File: config.mk
export PLATFORM = sky130hd
export DESIGN_NAME = mmu_tlb2l_flat
export DESIGN_NICKNAME = d
export VERILOG_FILES = /design/src/rtl/mmu_tlb2l_if.sv /design/src/rtl/mmu_tlb2l.sv /design/src/flat_wrapper.sv
export SDC_FILE = /design/constraint.sdc
export NUM_CORES = 2
export LEC_CHECK = 0
export ABC_AREA = 1
export CELL_PAD_IN_SITES_DETAIL_PLACEMENT = 0
export CELL_PAD_IN_SITES_GLOBAL_PLACEMENT = 1
export CORE_ASPECT_RATIO = 2
export CORE_MARGIN = 2
export CORE_UTILIZATION = 45
export CTS_BUF_LIST = sky130_fd_sc_hd__clkbuf_16
export DETAILED_ROUTE_END_ITERATION = 8
export PLACE_DENSITY = 0.77
export REMOVE_ABC_BUFFERS = 1
export SKIP_CTS_REPAIR_TIMING = 1
export SYNTH_ARGS = -nofsm -noshare
export SYNTH_HDL_FRONTEND = slang
export SYNTH_SLANG_ARGS = --single-unit
File: constraint.sdc
create_clock -name clk -period 3.8 [get_ports clk]
set_input_delay 1.14 -clock clk [delete_from_list [all_inputs] [get_ports clk]]
set_output_delay 1.14 -clock clk [all_outputs]
set_load 0.1 [all_outputs]
File: src/rtl/mmu_tlb2l_if.sv
// mmu_tlb2l_if: CPU request/response channel and page-table read channel of the MMU.
// The MMU connects through the slave modport; the CPU/memory side uses master.
interface mmu_tlb2l_if;
  logic        req_valid;
  logic        req_ready;
  logic [31:0] req_vaddr;
  logic        req_write;
  logic        req_exec;
  logic        req_user;
  logic        resp_valid;
  logic [31:0] resp_paddr;
  logic        resp_page_fault;
  logic        resp_prot_fault;
  logic        pt_req;
  logic [31:0] pt_addr;
  logic        pt_ack;
  logic [31:0] pt_data;

  modport slave (
    input  req_valid, req_vaddr, req_write, req_exec, req_user, pt_ack, pt_data,
    output req_ready, resp_valid, resp_paddr, resp_page_fault, resp_prot_fault,
           pt_req, pt_addr
  );

  modport master (
    output req_valid, req_vaddr, req_write, req_exec, req_user, pt_ack, pt_data,
    input  req_ready, resp_valid, resp_paddr, resp_page_fault, resp_prot_fault,
           pt_req, pt_addr
  );
endinterface

File: src/rtl/mmu_tlb2l.sv
// mmu_tlb2l: 32-bit MMU with a fully associative ASID-tagged TLB and a
// two-level page table walker supporting 4 MB superpages. One translation
// is handled at a time; page-table reads use a request/ack handshake.
module mmu_tlb2l #(
  parameter int TLB_ENTRIES = 16,
  parameter int ASID_W      = 8,
  parameter int CNT_W       = 32
) (
  input  logic              clk,
  input  logic              rst_n,
  input  logic              mmu_enable,
  input  logic [31:0]       page_table_base,
  input  logic [ASID_W-1:0] cur_asid,
  input  logic              tlb_flush,
  input  logic              flush_asid_only,
  input  logic [ASID_W-1:0] flush_asid,
  output logic [CNT_W-1:0]  hit_count,
  output logic [CNT_W-1:0]  miss_count,
  mmu_tlb2l_if.slave        bus
);

  localparam int IDX_W = (TLB_ENTRIES > 1) ? $clog2(TLB_ENTRIES) : 1;

  localparam logic [2:0] S_IDLE   = 3'd0;
  localparam logic [2:0] S_LOOKUP = 3'd1;
  localparam logic [2:0] S_WALK1  = 3'd2;
  localparam logic [2:0] S_WALK2  = 3'd3;
  localparam logic [2:0] S_RESP   = 3'd4;

  // Latched request and walk context
  logic [2:0]        r_state;
  logic [31:0]       r_vaddr;
  logic              r_write;
  logic              r_exec;
  logic              r_user;
  logic [ASID_W-1:0] r_asid;
  logic [19:0]       r_l1Ppn;
  logic              r_flushSeen;
  logic [31:0]       r_paddr;
  logic              r_pageFault;
  logic              r_protFault;
  logic [CNT_W-1:0]  r_hitCnt;
  logic [CNT_W-1:0]  r_missCnt;

  // TLB storage; only the PTE fields a translation needs are kept (U/W/X and PPN)
  logic [TLB_ENTRIES-1:0] r_tValid;
  logic [TLB_ENTRIES-1:0] r_tSuper;
  logic [ASID_W-1:0]      r_tAsid [TLB_ENTRIES];
  logic [19:0]            r_tVpn  [TLB_ENTRIES];
  logic [2:0]             r_tPerm [TLB_ENTRIES];
  logic [19:0]            r_tPpn  [TLB_ENTRIES];
  logic [IDX_W-1:0]       r_rrPtr;

  logic             w_hit;
  logic [IDX_W-1:0] w_hitIdx;
  logic [IDX_W-1:0] w_victim;
  logic             w_hasFree;
  logic [31:0]      w_l1Addr;
  logic [31:0]      w_l2Addr;
  logic             w_walkLeaf;
  logic             w_walkProt;
  logic [31:0]      w_walkPaddr;
  logic             w_hitProt;
  logic [31:0]      w_hitPaddr;
  logic             w_fillEn;
  logic             w_unusedBits;

  // Permission check on a leaf; perm is {U, W, X}
  function automatic logic protViol(input logic [2:0] perm, input logic user,
                                    input logic write, input logic exec);
    return (user && !perm[2]) || (write && !perm[1]) || (exec && !perm[0]);
  endfunction

  // Physical address from a leaf PPN; superpages keep 22 offset bits
  function automatic logic [31:0] leafAddr(input logic [19:0] ppn, input logic sup,
                                           input logic [31:0] va);
    return sup ? {ppn[19:10], va[21:0]} : {ppn, va[11:0]};
  endfunction

  // Associative match against the latched vaddr and ASID
  always_comb begin
    w_hit    = 1'b0;
    w_hitIdx = '0;
    for (int i = 0; i < TLB_ENTRIES; i++) begin
      if (r_tValid[i] && (r_tAsid[i] == r_asid) &&
          (r_tSuper[i] ? (r_tVpn[i][19:10] == r_vaddr[31:22])
                       : (r_tVpn[i] == r_vaddr[31:12]))) begin
        w_hit    = 1'b1;
        w_hitIdx = IDX_W'(i);
      end
    end
  end

  // Victim choice: lowest invalid entry, otherwise the round-robin pointer
  always_comb begin
    w_victim  = r_rrPtr;
    w_hasFree = 1'b0;
    for (int i = TLB_ENTRIES - 1; i >= 0; i--) begin
      if (!r_tValid[i]) begin
        w_hasFree = 1'b1;
        w_victim  = IDX_W'(i);
      end
    end
  end

  // PTE addresses, leaf decode and fill decision for the current walk step
  always_comb begin
    w_l1Addr    = {page_table_base[31:12], 12'b0} + {20'b0, r_vaddr[31:22], 2'b00};
    w_l2Addr    = {r_l1Ppn, 12'b0} + {20'b0, r_vaddr[21:12], 2'b00};
    w_walkLeaf  = (r_state == S_WALK2) || ((r_state == S_WALK1) && bus.pt_data[27]);
    w_walkProt  = protViol(bus.pt_data[30:28], r_user, r_write, r_exec);
    w_walkPaddr = leafAddr(bus.pt_data[19:0], r_state == S_WALK1, r_vaddr);
    w_hitProt   = protViol(r_tPerm[w_hitIdx], r_user, r_write, r_exec);
    w_hitPaddr  = leafAddr(r_tPpn[w_hitIdx], r_tSuper[w_hitIdx], r_vaddr);
    w_fillEn    = ((r_state == S_WALK1) || (r_state == S_WALK2)) && bus.pt_ack &&
                  bus.pt_data[31] && w_walkLeaf && !tlb_flush && !r_flushSeen;
  end

  // TLB entries: flush clears matching entries; fills only happen when no flush is involved
  always_ff @(posedge clk or negedge rst_n) begin
    if (!rst_n) begin
      r_tValid <= '0;
      r_tSuper <= '0;
      r_rrPtr  <= '0;
      for (int i = 0; i < TLB_ENTRIES; i++) begin
        r_tAsid[i] <= '0;
        r_tVpn[i]  <= '0;
        r_tPerm[i] <= '0;
        r_tPpn[i]  <= '0;
      end
    end else begin
      for (int i = 0; i < TLB_ENTRIES; i++) begin
        if (tlb_flush && (!flush_asid_only || (r_tAsid[i] == flush_asid))) begin
          r_tValid[i] <= 1'b0;
        end
      end
      if (w_fillEn) begin
        r_tValid[w_victim] <= 1'b1;
        r_tSuper[w_victim] <= (r_state == S_WALK1);
        r_tAsid[w_victim]  <= r_asid;
        r_tVpn[w_victim]   <= r_vaddr[31:12];
        r_tPerm[w_victim]  <= bus.pt_data[30:28];
        r_tPpn[w_victim]   <= bus.pt_data[19:0];
        if (!w_hasFree) begin
          r_rrPtr <= r_rrPtr + IDX_W'(1);
        end
      end
    end
  end

  // Translation FSM: accept, look up, walk on miss, then a one-cycle response
  always_ff @(posedge clk or negedge rst_n) begin
    if (!rst_n) begin
      r_state     <= S_IDLE;
      r_vaddr     <= '0;
      r_write     <= 1'b0;
      r_exec      <= 1'b0;
      r_user      <= 1'b0;
      r_asid      <= '0;
      r_l1Ppn     <= '0;
      r_flushSeen <= 1'b0;
      r_paddr     <= '0;
      r_pageFault <= 1'b0;
      r_protFault <= 1'b0;
      r_hitCnt    <= '0;
      r_missCnt   <= '0;
    end else begin
      case (r_state)
        S_IDLE: begin
          if (bus.req_valid) begin
            r_vaddr     <= bus.req_vaddr;
            r_write     <= bus.req_write;
            r_exec      <= bus.req_exec;
            r_user      <= bus.req_user;
            r_asid      <= cur_asid;
            r_flushSeen <= 1'b0;
            r_state     <= S_LOOKUP;
          end
        end
        S_LOOKUP: begin
          if (!mmu_enable) begin
            r_paddr     <= r_vaddr;
            r_pageFault <= 1'b0;
            r_protFault <= 1'b0;
            r_state     <= S_RESP;
          end else if (w_hit) begin
            r_paddr     <= w_hitProt ? 32'h0 : w_hitPaddr;
            r_pageFault <= 1'b0;
            r_protFault <= w_hitProt;
            if (r_hitCnt != '1) r_hitCnt <= r_hitCnt + CNT_W'(1);
            r_state     <= S_RESP;
          end else begin
            if (r_missCnt != '1) r_missCnt <= r_missCnt + CNT_W'(1);
            r_state     <= S_WALK1;
          end
        end
        S_WALK1, S_WALK2: begin
          if (tlb_flush) r_flushSeen <= 1'b1;
          if (bus.pt_ack) begin
            if (!bus.pt_data[31]) begin
              r_paddr     <= 32'h0;
              r_pageFault <= 1'b1;
              r_protFault <= 1'b0;
              r_state     <= S_RESP;
            end else if (w_walkLeaf) begin
              r_paddr     <= w_walkProt ? 32'h0 : w_walkPaddr;
              r_pageFault <= 1'b0;
              r_protFault <= w_walkProt;
              r_state     <= S_RESP;
            end else begin
              r_l1Ppn <= bus.pt_data[19:0];
              r_state <= S_WALK2;
            end
          end
        end
        S_RESP:  r_state <= S_IDLE;
        default: r_state <= S_IDLE;
      endcase
    end
  end

  assign bus.req_ready       = rst_n && (r_state == S_IDLE);
  assign bus.resp_valid      = (r_state == S_RESP);
  assign bus.resp_paddr      = r_paddr;
  assign bus.resp_page_fault = r_pageFault;
  assign bus.resp_prot_fault = r_protFault;
  assign bus.pt_req          = (r_state == S_WALK1) || (r_state == S_WALK2);
  assign bus.pt_addr         = (r_state == S_WALK1) ? w_l1Addr :
                               (r_state == S_WALK2) ? w_l2Addr : 32'h0;
  assign hit_count           = r_hitCnt;
  assign miss_count          = r_missCnt;

  // Base offset bits and reserved PTE bits carry no meaning here
  assign w_unusedBits = ^{page_table_base[11:0], bus.pt_data[26:20]};

endmodule
File: src/flat_wrapper.sv
// flat-port wrapper written by rule: the top's interface ports become plain ports
module mmu_tlb2l_flat 
#(
  parameter int TLB_ENTRIES = 16,
  parameter int ASID_W      = 8,
  parameter int CNT_W       = 32
)
  (clk, rst_n, mmu_enable, page_table_base, cur_asid, tlb_flush, flush_asid_only, flush_asid, hit_count, miss_count, bus_req_valid, bus_req_vaddr, bus_req_write, bus_req_exec, bus_req_user, bus_pt_ack, bus_pt_data, bus_req_ready, bus_resp_valid, bus_resp_paddr, bus_resp_page_fault, bus_resp_prot_fault, bus_pt_req, bus_pt_addr);
  mmu_tlb2l_if bus_i ();
  input  logic clk;
  input  logic rst_n;
  input  logic mmu_enable;
  input  logic [31:0] page_table_base;
  input  logic [ASID_W-1:0] cur_asid;
  input  logic tlb_flush;
  input  logic flush_asid_only;
  input  logic [ASID_W-1:0] flush_asid;
  output logic [CNT_W-1:0] hit_count;
  output logic [CNT_W-1:0] miss_count;
  input wire logic [$bits(bus_i.req_valid)-1:0] bus_req_valid;
  input wire logic [$bits(bus_i.req_vaddr)-1:0] bus_req_vaddr;
  input wire logic [$bits(bus_i.req_write)-1:0] bus_req_write;
  input wire logic [$bits(bus_i.req_exec)-1:0] bus_req_exec;
  input wire logic [$bits(bus_i.req_user)-1:0] bus_req_user;
  input wire logic [$bits(bus_i.pt_ack)-1:0] bus_pt_ack;
  input wire logic [$bits(bus_i.pt_data)-1:0] bus_pt_data;
  output wire logic [$bits(bus_i.req_ready)-1:0] bus_req_ready;
  output wire logic [$bits(bus_i.resp_valid)-1:0] bus_resp_valid;
  output wire logic [$bits(bus_i.resp_paddr)-1:0] bus_resp_paddr;
  output wire logic [$bits(bus_i.resp_page_fault)-1:0] bus_resp_page_fault;
  output wire logic [$bits(bus_i.resp_prot_fault)-1:0] bus_resp_prot_fault;
  output wire logic [$bits(bus_i.pt_req)-1:0] bus_pt_req;
  output wire logic [$bits(bus_i.pt_addr)-1:0] bus_pt_addr;
  assign bus_i.req_valid = bus_req_valid;
  assign bus_i.req_vaddr = bus_req_vaddr;
  assign bus_i.req_write = bus_req_write;
  assign bus_i.req_exec = bus_req_exec;
  assign bus_i.req_user = bus_req_user;
  assign bus_i.pt_ack = bus_pt_ack;
  assign bus_i.pt_data = bus_pt_data;
  assign bus_req_ready = bus_i.req_ready;
  assign bus_resp_valid = bus_i.resp_valid;
  assign bus_resp_paddr = bus_i.resp_paddr;
  assign bus_resp_page_fault = bus_i.resp_page_fault;
  assign bus_resp_prot_fault = bus_i.resp_prot_fault;
  assign bus_pt_req = bus_i.pt_req;
  assign bus_pt_addr = bus_i.pt_addr;
  mmu_tlb2l #(.TLB_ENTRIES(TLB_ENTRIES), .ASID_W(ASID_W), .CNT_W(CNT_W)) u_core (.clk(clk), .rst_n(rst_n), .mmu_enable(mmu_enable), .page_table_base(page_table_base), .cur_asid(cur_asid), .tlb_flush(tlb_flush), .flush_asid_only(flush_asid_only), .flush_asid(flush_asid), .hit_count(hit_count), .miss_count(miss_count), .bus(bus_i));
endmodule
# == Word-level counts from Yosys, hierarchy flattened ==
# Index checks and enable logic that the tools add are counted.
# word_totals
regBits,1017
word_cells,429
inputBits,122
out_inout_bits,133
# op_classes
add_sub_neg,5
bitwise,6
order_cmp,6
eq_ne,75
reduce_logical,106
muxes,151
# op_table
cell,count
$bwmux W320,2
$eq A20 B20 Y1,16
$mux W32,9
$eq A8 B8 Y1,32
$eq A10 B10 Y1,16
$bwmux W128,1
$mux W4,24
$bmux W20 S4,1
$demux W20 S4,1
$mux W1,79
$add A32 B1 Y32 const B,2
$add A32 B12 Y32,2
$ne A32 B32 Y1 const B,2
$pmux W32 S2,1
$logic_and A1 B1 Y1,63
$mux W20,3
$bwmux W48,1
$mux W22,2
$mux W3,13
$demux W8 S4,1
$logic_or A1 B1 Y1,22
$bwmux W16,1
$mux W16,1
$or A16 B16 Y16,1
other kinds (27),53

# == Longest topological paths before layout ==
# depth
ltp_word,30
depth_mapped,38
ltp_nobuf,36

# == Least setup slack after synthesis ==
# No wires, ideal clock.
# synth_path
kind,register to output
from,register u_core.r_state[0]
to,output port bus_resp_valid
arrival_ns,2.806
t_required_ns,2.660
path_stages_with_launch,4
n_path_buf,2
setup_slack_ns,-0.146
cell_sequence,dfrtp_1 > clkbuf_1 > clkbuf_1 > nor3_1
# synth_via
elab_chain_cells,1
# synth_lines
item,line,text
from (decl),mmu_tlb2l.sv:31,logic [2:0] r_state;
from (signal assigned),mmu_tlb2l.sv:154,r_state <= S_IDLE;
from (signal assigned),mmu_tlb2l.sv:177,r_state <= S_LOOKUP;
from (signal assigned),mmu_tlb2l.sv:185,r_state <= S_RESP;
$eq A3 B3 Y1,mmu_tlb2l.sv:223,assign bus.resp_valid = (r_state == S_RESP);
to (decl),flat_wrapper.sv:28,output wire logic [$bits(bus_i.resp_valid)-1:0] bus_resp_valid;
# Every way passes these cells.

# == Final worst setup path ==
# layout_path
from,register u_core.r_asid[2]
to,register u_core.r_paddr[7] (netlist: u_core.bus.resp_paddr[7])
# layout_via
elab_chain_cells,30
word_cells_on_any_way,97
classes_between,eq/ne (17); mux (38); bitwise (1); reduce/logical (41)
# layout_lines
item,line,text
from (decl),mmu_tlb2l.sv:36,logic [ASID_W-1:0] r_asid;
from (signal assigned),mmu_tlb2l.sv:175,r_asid <= cur_asid;
$eq A8 B8 Y1,mmu_tlb2l.sv:85,if (r_tValid[i] && (r_tAsid[i] == r_asid) &&
$logic_and A1 B1 Y1 (2 in series),mmu_tlb2l.sv:85,
$mux W1,mmu_tlb2l.sv:85,
$mux W2 (2 in series),mmu_tlb2l.sv:85,
$mux W3 (4 in series),mmu_tlb2l.sv:85,
$mux W4 (8 in series),mmu_tlb2l.sv:85,
$not A4 Y5 (not written as such),mmu_tlb2l.sv:113,"w_hitProt = protViol(r_tPerm[w_hitIdx], r_user, r_write, r_exec);"
$bmux W3 S4,mmu_tlb2l.sv:113,
$mux W3 (not written as such) (2 in series),mmu_tlb2l.sv:113,
$logic_not A1 Y1,mmu_tlb2l.sv:71,return (user && !perm[2]) || (write && !perm[1]) || (exec && !perm[0]);
$logic_and A1 B1 Y1,mmu_tlb2l.sv:71,
$logic_or A1 B1 Y1 (2 in series),mmu_tlb2l.sv:71,
$mux W32,mmu_tlb2l.sv:187,r_paddr <= w_hitProt ? 32'h0 : w_hitPaddr;
$mux W32,mmu_tlb2l.sv:186,end else if (w_hit) begin
$mux W32,mmu_tlb2l.sv:181,if (!mmu_enable) begin
$pmux W32 S2,mmu_tlb2l.sv:168,case (r_state)
to (signal assigned),mmu_tlb2l.sv:182,r_paddr <= r_vaddr;
to (signal assigned),mmu_tlb2l.sv:187,
to (signal assigned),mmu_tlb2l.sv:206,r_paddr <= w_walkProt ? 32'h0 : w_walkPaddr;
to (decl),mmu_tlb2l.sv:39,logic [31:0] r_paddr;
# Several ways; a longest one is shown, not always the timed one. The select of a mux whose other input is x is not followed.
# A chain may end at the register's enable or synchronous reset.

==> results.json <==
{
  "rr_startpoint": "u_core.r_asid[2]",
  "grt-ovfl-total": 0,
  "hp-start": "u_core.bus.resp_paddr[9]",
  "final_util": 0.602,
  "drt_wl_total_mm": 219,
  "drt_pass1_iterations": 8,
  "rr_worst_depth": 26,
  "portBuffers": 233,
  "drtIter0Drc": 4359,
  "seq_area_frac_synth": 0.479,
  "clk_latency_ns": 0.74,
  "fmax_ghz": 0.232,
  "grt_max_degree": 160,
  "ant_nets": 0,
  "cellPowerDensity_nw_per_um2": 600,
  "status": "finished with violations",
  "yosysTopAreaCellShare": 0.479,
  "grt_pass1_wl_mm": 312,
  "ys_seq_elements": 1017,
  "maxCapViolCount": 0,
  "avgSynthCellArea_um2": 7.68,
  "crit_type": "reg2reg",
  "cts_tree": "built",
  "ys_warn_count": 0,
  "synth.area.top_cells": "dfrtp_1 (48%), nand2_1 (16%), o21ai_0 (8.9%), nand3_1 (4.9%), inv_1 (3.0%)",
  "ys.flop_type": "dfrtp_1",
  "areaGrowthSynthToFinish_pct": 32.8,
  "regArea_um2": 25500,
  "endpoint_kind": "register",
  "critical_path_buf_inv_count": 8,
  "regToRegEndpoint": "u_core.bus.resp_paddr[7]",
  "whs_path_depth": 2,
  "worst_setup_path_start_kind": "register",
  "required_ns": 4.41,
  "violations": "setup timing",
  "final_layout_size_suffix_gt1_frac": 0.231,
  "grt_pass1_vias": 50000,
  "htreeDepth": 3,
  "path_max_fanout": 6,
  "numCtsBuffers": 98,
  "cts_root_buffer": "clkbuf_16",
  "dieArea_um2": 121000,
  "place_hpwl_mm": 150,
  "final_common_cell": "nand2_1",
  "layout_setup_ws_ns": -0.518,
  "slowest_delay_ns": 0.48,
  "clkSlewWorstSetupHoldPaths_ns": 0.07,
  "die_w_um": 247,
  "synth_cells": 6922,
  "grt_usage": 0.347,
  "r2r_slack_ns": -0.52,
  "num_rows": 178,
  "ir_drop_mv": 0.835,
  "vias_per_cell": 5.50,
  "power.leakage_nw": 33.2,
  "ios": 255,
  "synth_edf_count": 0,
  "drc_errors": 0,
  "maxSlewHeadroom": 0.349,
  "hold_viol": 0,
  "slew_viol_final": 0,
  "place_congestion": 0.964,
  "final_cell_mix": "nand2_1 (2161), dfrtp_1 (1004), o21ai_0 (943), buf_4 (879), inv_1 (429)",
  "cts.sink_count": 1017,
  "async_flop_share": 1.00,
  "fin_skew_ns": 0.0300,
  "start_util": 0.453,
  "holdWs_ns": 0.479,
  "holdCritPathClass": "reg2reg",
  "die_y_um": 490,
  "fin_crit_ns": 4.32,
  "crit_family": "simple AND/OR/NAND/NOR gates",
  "wl_per_cell_um": 23.2,
  "worst_slew_pin_slew_ns": 0.977,
  "cts_max_path_buffers": 3,
  "finalSetupViolations": 62,
  "rsz0062_at_grt": "yes",
  "multi_input_area_um2": 25900,
  "core_area_um2": 117000,
  "vias": 51600,
  "cpMaxStageDelayCell": "dfrtp_2",
  "nets": 7912,
  "antenna_found_initial": 4,
  "ys_types": 69,
  "cpMostUsedCell": "buf_4",
  "whs_endpoint": "u_core.bus.resp_paddr[9]",
  "fin_crit_sh": 1.14,
  "synth_area_um2": 53200,
  "synth_area_leader_cell": "dfrtp_1",
  "n_fill_cell": 10700,
  "cp_data_arrival_time_ns": 4.93
}
==> cell usage after synthesis (3+ instances only) <==
master	number
nand2_1	2261
dfrtp_1	1017
o21ai_0	945
nand3_1	518
inv_1	419
clkbuf_1	333
nor2_1	294
nand4_1	167
xor2_1	139
xnor2_1	99
nor3_1	90
buf_2	71
or2_2	68
or2_1	55
nor4_1	49
a21oi_1	47
buf_4	35
inv_2	32
o22ai_1	31
o21ai_1	25
buf_6	22
o2111ai_1	21
o41ai_1	21
nand3b_1	19
mux2_2	13
nor2_2	11
a21boi_1	8
buf_1	8
nand2_2	8
nor3b_1	8
o211ai_1	8
or2_0	5
a2111oi_0	4
clkinv_1	4
nand3_2	4
nand4_2	4
nor3_2	4
o21bai_1	4
a211oi_1	3
a31oi_1	3
ha_1	3
nand2_4	3
nor2_4	3
or4_1	3
==> stage by stage <==
stage / std cells / setup slack [ns] / power [mW] / TNS, ns / instance area (um2)
floorplan: 6451 / -2.52 / 20.4 / -93.08 / 51000
global placement: 9074 / -1.18 / 29.4 / -64.05 / 63000
detailed placement: 9074 / -1.26 / 29.5 / -73.12 / 63000
CTS: 9254 / -1.30 / 40.3 / -74.53 / 66400
global route: 9398 / -0.586 / 43.9 / -28.27 / 70600
finish: 9399 / -0.518 / 42.3 / -20.99 / 70600
==> worst max-delay path by stage <==
stage	startpoint	endpoint	slack, ns	cells past startpoint
2_1_floorplan	u_core.r_vaddr[16]	u_core.bus.resp_paddr[0]	-2.52	17
3_3_place_gp	u_core.r_vaddr[15]	u_core.bus.resp_paddr[17]	-1.18	26
3_5_place_dp	u_core.r_vaddr[15]	u_core.bus.resp_paddr[17]	-1.26	26
4_1_cts	u_core.r_vaddr[15]	u_core.bus.resp_paddr[17]	-1.30	26
5_1_grt	u_core.r_vaddr[23]	u_core.hit_count[29]	-0.59	26
6_report	u_core.r_asid[2]	u_core.bus.resp_paddr[7]	-0.52	26
==> worst min-delay path, delay by kind of cell (launching register included) <==
kind             cells  cell delay [ns]
DFF                  1             0.34
and+or+nand+nor      2             0.11
==> layout make-up <==
class / instances / share of cell area
Multi-Input combinational cell: 4977 / 0.366
Antenna cell: 2 / 0.0000709
Clock buffer: 98 / 0.0347
Clock inverter: 82 / 0.0141
Sequential cell: 1017 / 0.361
Timing Repair Buffer: 1236 / 0.172
Tap cell: 1530 / 0.0271
Inverter: 457 / 0.0251
==> sequential cells by signal, indices dropped and copies added (netlist names), 32 cells and up <==
signal                 flops
u_core.r_tPpn            320
u_core.r_tVpn            320
u_core.r_tAsid           128
u_core.r_tPerm            48
u_core.bus.resp_paddr     32
u_core.hit_count          32
u_core.miss_count         32
u_core.r_vaddr            32
==> routing by layer <==
layer	wire, um	global-route usage	part of all wire	vias up
li1	-	-	-	24200
met1	77200	0.387	0.35	24900
met2	110000	0.609	0.51	1885
met3	11100	0.0437	0.051	678
met4	19700	0.238	0.090	6
met5	36	0	0.00016	-
==> cell families after synthesis <==
kind of cell,share of synthesized area
muxes,0.00275
DFF,0.479
and+or+nand+nor,0.291
adders and majority gates,0.000706
AOI/OAI and AO/OA,0.114
other,0.0000705
xor gates and xnor gates,0.0392
buffers and inverters,0.0734
==> power breakdown <==
| part | internal [mW] | leakage [nW] | switching [mW] |
|---|---|---|---|
| Combinational | 7.18 | 17.6 | 12.0 |
| Sequential | 11.6 | 13.9 | 0.743 |
| Clock | 6.10 | 1.72 | 4.69 |
| Total | 24.9 | 33.2 | 17.4 |
(Power assumes the default switching activity.)
